<file path="config.mk">
export PLATFORM = sky130hd
export DESIGN_NAME = gcd_sched
export DESIGN_NICKNAME = d
export VERILOG_FILES = /design/src/rtl/gcd_pkg.sv /design/src/rtl/gcd_rr_arbiter.sv /design/src/rtl/gcd_sched.sv
export SDC_FILE = /design/constraint.sdc
export NUM_CORES = 1
export LEC_CHECK = 0
export CAP_MARGIN = 0
export CORE_UTILIZATION = 41
export DETAILED_ROUTE_END_ITERATION = 7
export GPL_TIMING_DRIVEN = 0
export PLACE_DENSITY_LB_ADDON = 0.12
export RECOVER_POWER = 25
export SYNTH_ARGS = -nofsm -noshare
export SYNTH_HDL_FRONTEND = slang
export SYNTH_SLANG_ARGS = --single-unit
</file>
<file path="constraint.sdc">
create_clock -name clk -period 3.8 [get_ports clk]
set_clock_uncertainty 0.05 [all_clocks]
set_input_delay 0.76 -clock clk [delete_from_list [all_inputs] [get_ports clk]]
set_output_delay 0.76 -clock clk [all_outputs]
set_load 0.02 [all_outputs]
</file>
<file path="src/rtl/gcd_pkg.sv">
// Shared definitions for the GCD request scheduler: FSM state encoding,
// default datapath width and a constant-evaluable ceil(log2) helper.
package gcd_pkg;

  // Default operand/result width of the shared Euclid engine.
  localparam int DW_DEFAULT = 8;

  // Scheduler states; the numeric encoding is visible on state_out.
  typedef enum logic [1:0] {
    IDLE  = 2'd0,
    START = 2'd1,
    WAIT  = 2'd2,
    RESP  = 2'd3
  } gcd_state_t;

  // ceil(log2(value)), never less than 1 so that index/counter vectors
  // always have at least one bit.
  function automatic int clog2(input int value);
    int r;
    int v;
    r = 0;
    v = value - 1;
    while (v > 0) begin
      r = r + 1;
      v = v >> 1;
    end
    return (r < 1) ? 1 : r;
  endfunction

endpackage

</file>
<file path="src/rtl/gcd_rr_arbiter.sv">
// Combinational round-robin pick: the first asserted request found when
// scanning upward from the slot after the last winner, wrapping around.
module gcd_rr_arbiter
  import gcd_pkg::*;
#(
  parameter int NUM_REQ = 4,
  parameter int IW      = clog2(NUM_REQ)
) (
  input  logic [NUM_REQ-1:0] req,
  input  logic [IW-1:0]      last,
  output logic [NUM_REQ-1:0] grant,
  output logic [IW-1:0]      grant_idx,
  output logic               any_valid
);

  // Scan NUM_REQ slots starting at last+1; the first hit wins and masks the rest.
  always_comb begin
    int          pos;
    logic [IW-1:0] slot;
    grant     = '0;
    grant_idx = '0;
    any_valid = 1'b0;
    pos       = 0;
    slot      = '0;
    for (int off = 1; off <= NUM_REQ; off++) begin
      pos  = (int'(last) + off) % NUM_REQ;
      slot = pos[IW-1:0];
      if (!any_valid && req[slot]) begin
        grant[slot] = 1'b1;
        grant_idx   = slot;
        any_valid   = 1'b1;
      end
    end
  end

endmodule

</file>
<file path="src/rtl/gcd_sched.sv">
// Shares one start/done GCD engine between NUM_REQ requesters. Requests are
// taken round-robin one at a time; zero-operand requests are answered
// directly, everything else is sequenced through the engine under a
// watchdog that aborts a stalled engine and reports an error.
module gcd_sched
  import gcd_pkg::*;
#(
  parameter int NUM_REQ = 4,
  parameter int DW      = DW_DEFAULT,
  parameter int TIMEOUT = 255
) (
  input  logic                      clk,
  input  logic                      rst,
  input  logic [NUM_REQ-1:0]        req_valid,
  input  logic [NUM_REQ*DW-1:0]     req_a,
  input  logic [NUM_REQ*DW-1:0]     req_b,
  output logic [NUM_REQ-1:0]        req_ready,
  output logic                      rsp_valid,
  input  logic                      rsp_ready,
  output logic [clog2(NUM_REQ)-1:0] rsp_id,
  output logic [DW-1:0]             rsp_gcd,
  output logic                      rsp_err,
  output logic                      eng_start,
  output logic [DW-1:0]             eng_a,
  output logic [DW-1:0]             eng_b,
  output logic                      eng_abort,
  input  logic                      eng_done,
  input  logic [DW-1:0]             eng_result,
  output logic [1:0]                state_out
);

  localparam int IW = clog2(NUM_REQ);
  localparam int CW = clog2(TIMEOUT + 1);
  localparam logic [CW-1:0] WD_LAST  = CW'(TIMEOUT - 1);
  localparam logic [IW-1:0] LAST_RST = IW'(NUM_REQ - 1);

  gcd_state_t           state_q;
  gcd_state_t           state_d;
  logic [IW-1:0]        last_q;
  logic [CW-1:0]        wd_cnt_q;

  logic [NUM_REQ-1:0]   grant;
  logic [IW-1:0]        grant_idx;
  logic                 any_valid;
  logic [DW-1:0]        sel_a;
  logic [DW-1:0]        sel_b;
  logic                 bypass;
  logic                 timeout_hit;

  gcd_rr_arbiter #(
    .NUM_REQ (NUM_REQ),
    .IW      (IW)
  ) u_arb (
    .req       (req_valid),
    .last      (last_q),
    .grant     (grant),
    .grant_idx (grant_idx),
    .any_valid (any_valid)
  );

  // Operands of the requester that would win this cycle.
  assign sel_a       = req_a[grant_idx*DW +: DW];
  assign sel_b       = req_b[grant_idx*DW +: DW];
  // gcd(x,0) = x and gcd(0,0) = 0, so a zero operand never needs the engine.
  assign bypass      = (sel_a == '0) || (sel_b == '0);
  assign timeout_hit = (wd_cnt_q == WD_LAST);
  assign state_out   = state_q;

  // State register; reset drops any request in flight.
  always_ff @(posedge clk or posedge rst) begin
    if (rst) begin
      state_q <= IDLE;
    end else begin
      state_q <= state_d;
    end
  end

  // Next-state and control strobes; a grant only exists in IDLE.
  always_comb begin
    state_d   = state_q;
    req_ready = '0;
    rsp_valid = 1'b0;
    eng_start = 1'b0;
    eng_abort = 1'b0;
    case (state_q)
      IDLE: begin
        // Keep the grant quiet while reset is held so every output reads 0.
        req_ready = rst ? '0 : grant;
        if (any_valid) begin
          state_d = bypass ? RESP : START;
        end
      end
      START: begin
        eng_start = 1'b1;
        state_d   = WAIT;
      end
      WAIT: begin
        // A done arriving on the last watchdog cycle still counts as success.
        if (eng_done) begin
          state_d = RESP;
        end else if (timeout_hit) begin
          eng_abort = 1'b1;
          state_d   = RESP;
        end
      end
      RESP: begin
        rsp_valid = 1'b1;
        if (rsp_ready) begin
          state_d = IDLE;
        end
      end
      default: begin
        state_d = IDLE;
      end
    endcase
  end

  // Operand capture at grant, watchdog counting and result capture.
  always_ff @(posedge clk or posedge rst) begin
    if (rst) begin
      last_q   <= LAST_RST;
      wd_cnt_q <= '0;
      eng_a    <= '0;
      eng_b    <= '0;
      rsp_id   <= '0;
      rsp_gcd  <= '0;
      rsp_err  <= 1'b0;
    end else begin
      case (state_q)
        IDLE: begin
          if (any_valid) begin
            last_q  <= grant_idx;
            rsp_id  <= grant_idx;
            eng_a   <= sel_a;
            eng_b   <= sel_b;
            rsp_err <= 1'b0;
            rsp_gcd <= bypass ? (sel_a | sel_b) : '0;
          end
        end
        START: begin
          wd_cnt_q <= '0;
        end
        WAIT: begin
          if (eng_done) begin
            rsp_gcd <= eng_result;
            rsp_err <= 1'b0;
          end else if (timeout_hit) begin
            rsp_gcd <= '0;
            rsp_err <= 1'b1;
          end else begin
            wd_cnt_q <= wd_cnt_q + 1'b1;
          end
        end
        default: begin
        end
      endcase
    end
  end

endmodule

</file>
==> run summary, run 1 <==
synthesis-to-layout area growth -> 49.8%
number of remaining DRC errors -> 0
largest family of logic cells by synthesized area -> multiplexers
number of global-route vias before repair -> 2873
first-pass GRT wire length -> 13600 um
Hold Path Origin -> eng_b[3]$_DFFE_PP0P_
Seq/Total Area, Yosys -> 32.2%
Clock H-tree levels -> 2
Inserted Diodes -> 0
FMAX -> 273 MHz
Nets -> 552
reg-to-reg critical path startpoint -> last_q[0]$_DFFE_PP1P_
Yosys reg bits -> 39
Num CTS Buffers -> 5
Initial Utilization -> 42.2%
clock network latency to the later pin of the worst-skew pair -> 0.29 ns
Worst Path Arrival -> 3.77 ns
Final ANT Viol Nets -> 0
Reg clk slew, reported paths -> 0.07 ns
maximum buffer depth of the clock tree -> 2
Startpoint Class -> flip-flop
pin count of the biggest net entering global routing -> 41
FFs w/ async S/R, synth -> 100%
sum of buffers and inverters on the critical path -> 5
Gate Count Post-Synth -> 328
proportion of layout cells with a drive suffix above 1 -> 17.4%
antenna violations before repair -> 0
Max IR drop VDD -> 0.000447 V
CP Class -> flip-flop to flip-flop
full die area -> 7770 um^2
die span in y -> 88.2 um
Reg2Reg Setup Slack -> 0.13 ns
final hold slack -> 0.434 ns
Die W -> 88.2 um
syn_nets -> 422
Synthesis Warnings -> 0
Synth Area in Simple Gates -> 18.7%
DRC marker count from the first detailed-route iteration -> 83
top-level port count -> 116
Avg Cell Area, Syn -> 9.28 um^2
normalized max-slew margin -> 45.3%
cells along the critical path -> buf_6, buf_6, inv_8, ha_4, mux2_2, a21o_1, a311o_1, buf_6, mux2i_1, nor4_4, buf_4, a22oi_4, o31ai_1
final wirelength -> 8910 um
Cell Area, Synth -> 3040 um^2
Global Route Usage Sum -> 22.7%
Hold Fails Final Rpt -> 0
Crit path required time -> 3.90 ns
endpoint class of the critical path -> flip-flop
Site Rows -> 31
adder-cell share of the synthesized area -> 5.76%
Worst path max stage delay -> 0.57 ns
most numerous cell on the critical path -> buf_6
final worst path period share -> 96.5%
Power Density -> 831 nW/um^2
Leak -> 0.00192 uW
hold path cells -> 2
CTS sink cnt -> 39
Final TNS setup -> 0 ns
clock root cell -> clkbuf_8
Core Util, Final -> 63.2%
Worst Tran Pin Value -> 0.819 ns
gpl congestion -> 0.881
Max Slew Vio Count -> 0
CTS tree -> done
reg2reg end -> rsp_gcd[0]$_DFFE_PP0P_
Post-synth EDFFs -> 0
via count -> 2963
grt ovf -> 0
post-synthesis mux area share -> 23.0%
via/cell ratio -> 5.31
hpwl dp -> 6760 um
MaxCap Viol Count -> 0
Post-Synth XOR/XNOR Area -> 1.73%
crit path time final -> 3.67 ns
worst-path fanout max -> 10
compound-gate portion of the synthesized area -> 14.3%
core area -> 7210 um^2
reg2reg path depth -> 13
Yosys cell types -> 50
CP top delay family -> compound AO/OA/AOI/OAI gates
hold endpoint -> eng_b[3]$_DFFE_PP0P_
status -> complete, no violations
slowest CP cell -> dfstp_2
Hold Path Class -> flip-flop to flip-flop
Setup violations, final -> 0
buffers added on ports -> 113
routed length per placed instance -> 16.0 um
Initial DRT Pass Iterations -> 4
Main synth FF type -> dfrtp_1
[synthesized netlist by cell type (all sizes together) (5+ instances only)]
cell | count | area, um^2
a21oi | 13 | 65.1
a22oi | 5 | 51.3
buf | 9 | 56.3
clkbuf | 10 | 38.8
dfrtp | 37 | 926
ha | 14 | 175
inv | 9 | 33.8
mux2 | 21 | 240
mux2i | 37 | 370
nand2 | 24 | 90.1
nand3 | 14 | 70.1
nor2 | 31 | 116
nor2b | 10 | 62.6
nor4 | 9 | 77.6
o21ai | 26 | 130
o31ai | 8 | 70.1
xor2 | 6 | 52.6
[cells in the final DEF, fill, tap and decap left out, types with 12 or more instances in the layout]
master / netlist / final
mux2_2: 19 / 19
mux2i_1: 37 / 35
a21oi_1: 13 / 13
nor2_1: 31 / 28
buf_4: 0 / 12
dfrtp_1: 37 / 37
clkdlybuf4s50_1: 0 / 108
ha_1: 14 / 13
nand3_1: 14 / 14
nand2_1: 24 / 24
o21ai_0: 22 / 22
[sequential cells by signal, indices dropped and copies added, names as in the netlist]
| name | cells |
|---|---|
| eng_a | 8 |
| eng_b | 8 |
| last_q | 2 |
| rsp_err | 1 |
| rsp_gcd | 8 |
| rsp_id | 2 |
| state_out | 2 |
| wd_cnt_q | 8 |
[tightest hold or removal path: cells and delay by family (launching register included)]
kind,cells,cell delay (ns)
flip-flops,1,0.35
AND/OR/NAND/NOR,1,0.05
AO/OA/AOI/OAI,1,0.06
[cell type report]
| type | instances | area, um^2 |
|---|---|---|
| inverters | 10 | 45.0 |
| multi-input cells | 261 | 2040 |
| well taps | 99 | 124 |
| clock inverters | 1 | 5.00 |
| fillers | 652 | 2660 |
| flip-flops and latches | 39 | 978 |
| clock buffers | 7 | 76.3 |
| repair buffers | 123 | 1190 |
| plain buffers | 18 | 103 |
[cell families after synthesis]
family	Yosys count
AO/OA/AOI/OAI	67
XOR/XNOR	6
adder cells (fa/ha/maj)	14
buffers and inverters	29
flip-flops	39
multiplexers	62
AND/OR/NAND/NOR	111
[per-stage QoR]
step / cell area (um^2) / setup WS (ns) / instances / total power (uW)
floorplan: 3040 / 0.00294 / 328 / 2420
global placement: 4300 / -0.692 / 540 / 3210
detailed placement: 4300 / -0.764 / 540 / 3250
CTS: 4430 / 0.00921 / 548 / 3600
global route: 4560 / -0.0159 / 558 / 4060
finish: 4560 / 0.132 / 558 / 3790
[metal layers]
metal | GRT usage, % | wire length, um
met1 | 28.3 | 3760
met2 | 39.3 | 4550
met3 | 6.22 | 487
met4 | 4.99 | 104
met5 | 0 | 0
[power by group]
| part | internal (uW) | switching, uW | leakage, uW |
|---|---|---|---|
| clock | 129 | 139 | 0.0000422 |
| sequential | 594 | 130 | 0.000496 |
| combinational | 1250 | 1540 | 0.00138 |
| total | 1980 | 1810 | 0.00192 |
[worst max-delay path by stage]
stage                          startpoint                        to  slack [ns]  cells past startpoint
global route        last_q[0]$_DFFE_PP1P_  state_out[1]$_DFFE_PP0P_       -0.02                     13
finish              last_q[0]$_DFFE_PP1P_    rsp_gcd[0]$_DFFE_PP0P_        0.13                     13
CTS                 last_q[0]$_DFFE_PP1P_              req_ready[0]       0.009                     11
global placement    last_q[0]$_DFFE_PP1P_              req_ready[1]       -0.69                     12
detailed placement  last_q[0]$_DFFE_PP1P_              req_ready[0]       -0.76                     12
floorplan           last_q[0]$_DFFE_PP1P_              req_ready[0]       0.003                     11
[what timing repair did]
action,CTS,global route
hold buffers,0,0
cloned,0,2
endpoints found under the setup margin,28,13
resized for setup,23,20
setup buffers,1,8
pin swaps,1,13
No activity file was read; power rests on OpenSTA's default activity.
==> run 2, diff against run 1 <==
- GPL_TIMING_DRIVEN: 0 -> 1
==> run 2 against run 1 <==
Against the previous run: the flow now finishes with violations (max-capacitance violations, max-slew violations); clock power up 16%; global-route usage is 1.1 points lower; routed wire length fell by 8.0%; hold slack improved by 0.0015 ns; die area is the same; highest routed layer unchanged; core utilization decreased by 0.26 points; critical path depth is 5 lower; combinational power down 5%; sequential cell count is the same.
==> run summary, run 2 (synthesis results as in run 1) <==
Worst path max stage delay -> 0.55 ns (-0.02 ns)
normalized max-slew margin -> -37.1% (-82 points)
Hold Path Class -> flip-flop to flip-flop
gpl congestion -> 0.899 (+2.1%)
Final TNS setup -> 0 ns (unchanged)
Post-CTS Setup Repair Bufs -> 0 (-1)
proportion of layout cells with a drive suffix above 1 -> 14.0% (-3.4 points)
clock network latency to the later pin of the worst-skew pair -> 0.29 ns (about the same)
clock root cell -> clkbuf_8
CTS sink cnt -> 39 (unchanged)
Inserted Diodes -> 0 (unchanged)
Inst Count DP -> 548 (+1.5%)
full die area -> 7770 um^2 (unchanged)
Hold Path Origin -> eng_a[6]$_DFFE_PP0P_
number of remaining DRC errors -> 0 (unchanged)
Die W -> 88.2 um (unchanged)
Initial Utilization -> 42.2% (unchanged)
Worst Tran Pin Value -> 2.06 ns (+1.24 ns)
antenna violations before repair -> 0 (unchanged)
CP top delay family -> buffers and inverters
Core Util, Final -> 62.9% (-0.26 points)
core area -> 7210 um^2 (unchanged)
hpwl dp -> 6650 um (-1.7%)
worst setup margin -> 0.199 ns (+0.0669 ns)
commonest cells after routing, fill and taps aside -> 110 x clkdlybuf4s50_1, 37 x mux2i_1, 37 x dfrtp_1
Crit path required time -> 2.99 ns (-0.91 ns)
Reg clk slew, reported paths -> 0.07 ns (about the same)
RSZ-0062 raised after global routing -> false
Fillers -> 650 (-0.31%)
Setup violations, final -> 0 (unchanged)
worst-path fanout max -> 6 (-4)
CP Class -> input pin to output pin
FMAX -> 278 MHz (+1.9%)
number of global-route vias before repair -> 2731 (-4.9%)
Site Rows -> 31 (unchanged)
reg2reg end -> rsp_gcd[0]$_DFFE_PP0P_
Global Route Usage Sum -> 21.6% (-1.1 points)
most common cell after layout, fill and taps aside -> clkdlybuf4s50_1
sum of buffers and inverters on the critical path -> 3 (-2)
Max IR drop VDD -> 0.000486 V (+8.7%)
top-level port count -> 116 (unchanged)
Startpoint Class -> input pin
Worst Path Arrival -> 2.79 ns (-0.98 ns)
uppermost layer routed -> met4
Leak -> 0.00195 uW (+1.6%)
final wirelength -> 8190 um (-8.0%)
Initial DRT Pass Iterations -> 5 (+1)
grt ovf -> 0 (unchanged)
routed length per placed instance -> 14.7 um (-7.7%)
via/cell ratio -> 5.19 (-2.2%)
endpoint class of the critical path -> output pin
hold endpoint -> eng_a[6]$_DFFE_PP0P_
Reg2Reg Setup Slack -> 0.34 ns (+0.21 ns)
met1 wire length -> 3500 um (-6.9%)
maximum buffer depth of the clock tree -> 2 (unchanged)
most numerous cell on the critical path -> nor2_1
pin count of the biggest net entering global routing -> 40 (-2.4%)
synthesis-to-layout area growth -> 49.2%
die span in y -> 88.2 um (unchanged)
buffers added on ports -> 115 (+1.8%)
Hold Fails Final Rpt -> 0 (unchanged)
final worst path period share -> 94.8% (-1.8 points)
cells along the critical path -> clkdlybuf4s50_1, mux4_2, buf_4, a22oi_1, nor2_1, a221oi_1, nor2_1, dlygate4sd2_1
Place WS -> -0.0646 ns (+0.699 ns)
slowest CP cell -> mux4_2
DRC marker count from the first detailed-route iteration -> 81 (-2.4%)
Final ANT Viol Nets -> 0 (unchanged)
final hold slack -> 0.436 ns (+0.00153 ns)
Nets -> 550 (-0.36%)
hold path cells -> 2 (unchanged)
Finished Layout Cells -> 556 (-0.36%)
CTS tree -> done
reg2reg path depth -> 11 (-2)
met2 wire length -> 4110 um (-9.8%)
Clock H-tree levels -> 2 (unchanged)
MaxCap Viol Count -> 1 (+1)
Power Density -> 809 nW/um^2 (-2.7%)
metal3 WL -> 486 um (-0.21%)
failing checks -> max-capacitance violations, max-slew violations
via count -> 2886 (-2.6%)
first-pass GRT wire length -> 12900 um (-5.1%)
Hold Buf Count CTS -> 0 (unchanged)
reg-to-reg critical path startpoint -> last_q[1]$_DFFE_PP1P_
Max Slew Vio Count -> 40 (+40)
status -> complete, but fails checks
crit path time final -> 3.60 ns (-0.0669 ns)
Num CTS Buffers -> 5 (unchanged)
run 2: cell types whose count changed in the layout (fill, tap and decap cells not counted), moves of 3 or more:
cell and change:
dlygate4sd2_1 +4, o31ai_1 +4, buf_4 +10, nor2_1 +3, o31ai_2 -4, buf_2 -6
buf_6 -3, clkbuf_1 -8
run 2: worst max-delay path by stage:
stage	cells past startpoint	slack [ns]	from	endpoint
3_5_place_dp	8	-0.06	req_valid[1]	req_ready[2]
4_1_cts	8	0.19	req_valid[1]	req_ready[2]
5_1_grt	9	0.02	last_q[1]$_DFFE_PP1P_	req_ready[3]
6_report	8	0.20	req_valid[1]	req_ready[0]
2_1_floorplan	11	0.003	last_q[0]$_DFFE_PP1P_	req_ready[0]
3_3_place_gp	8	-0.02	req_valid[1]	req_ready[3]
run 2: tightest hold or removal path, delay by kind of cell, from the launching register on:
kind | cells | cell delay, ns
AOI/OAI and AO/OA | 1 | 0.06
and+or+nand+nor | 1 | 0.05
DFF | 1 | 0.35
run 2: power by group:
group | total, uW | switching (uW) | internal [uW] | leakage [uW]
Sequential | 698 | 105 | 593 | 0.000496
Combinational | 2660 | 1410 | 1260 | 0.00141
Clock | 310 | 144 | 166 | 0.0000515
Total | 3670 | 1660 | 2020 | 0.00195
run 2: what timing repair did:
action	4_1_cts	5_1_grt
hold endpoints to repair	0	0
setup endpoints to repair	4	0
resized for setup	4	0
run 2: per-stage QoR:
stage | power, uW | instance area, um^2
2_1_floorplan | 2420 | 3040
3_3_place_gp | 3360 | 4450
3_5_place_dp | 3400 | 4450
4_1_cts | 3710 | 4540
5_1_grt | 3950 | 4540
6_report | 3670 | 4540
run 2: area by class of cell:
cell class | count | area, um^2 | area share (%)
Sequential cell | 39 | 978 | 21.6
Clock buffer | 8 | 100 | 2.21
Timing Repair Buffer | 140 | 1360 | 29.9
Inverter | 10 | 37.5 | 0.827
Tap cell | 99 | 124 | 2.73
Multi-Input combinational cell | 260 | 1940 | 42.8
run 2: metal layers:
layer | up-vias | GRT usage, %
li1 | 1449 | -
met1 | 1348 | 27.2
met2 | 80 | 36.7
met3 | 9 | 5.84
met4 | 0 | 5.28
met5 | - | 0
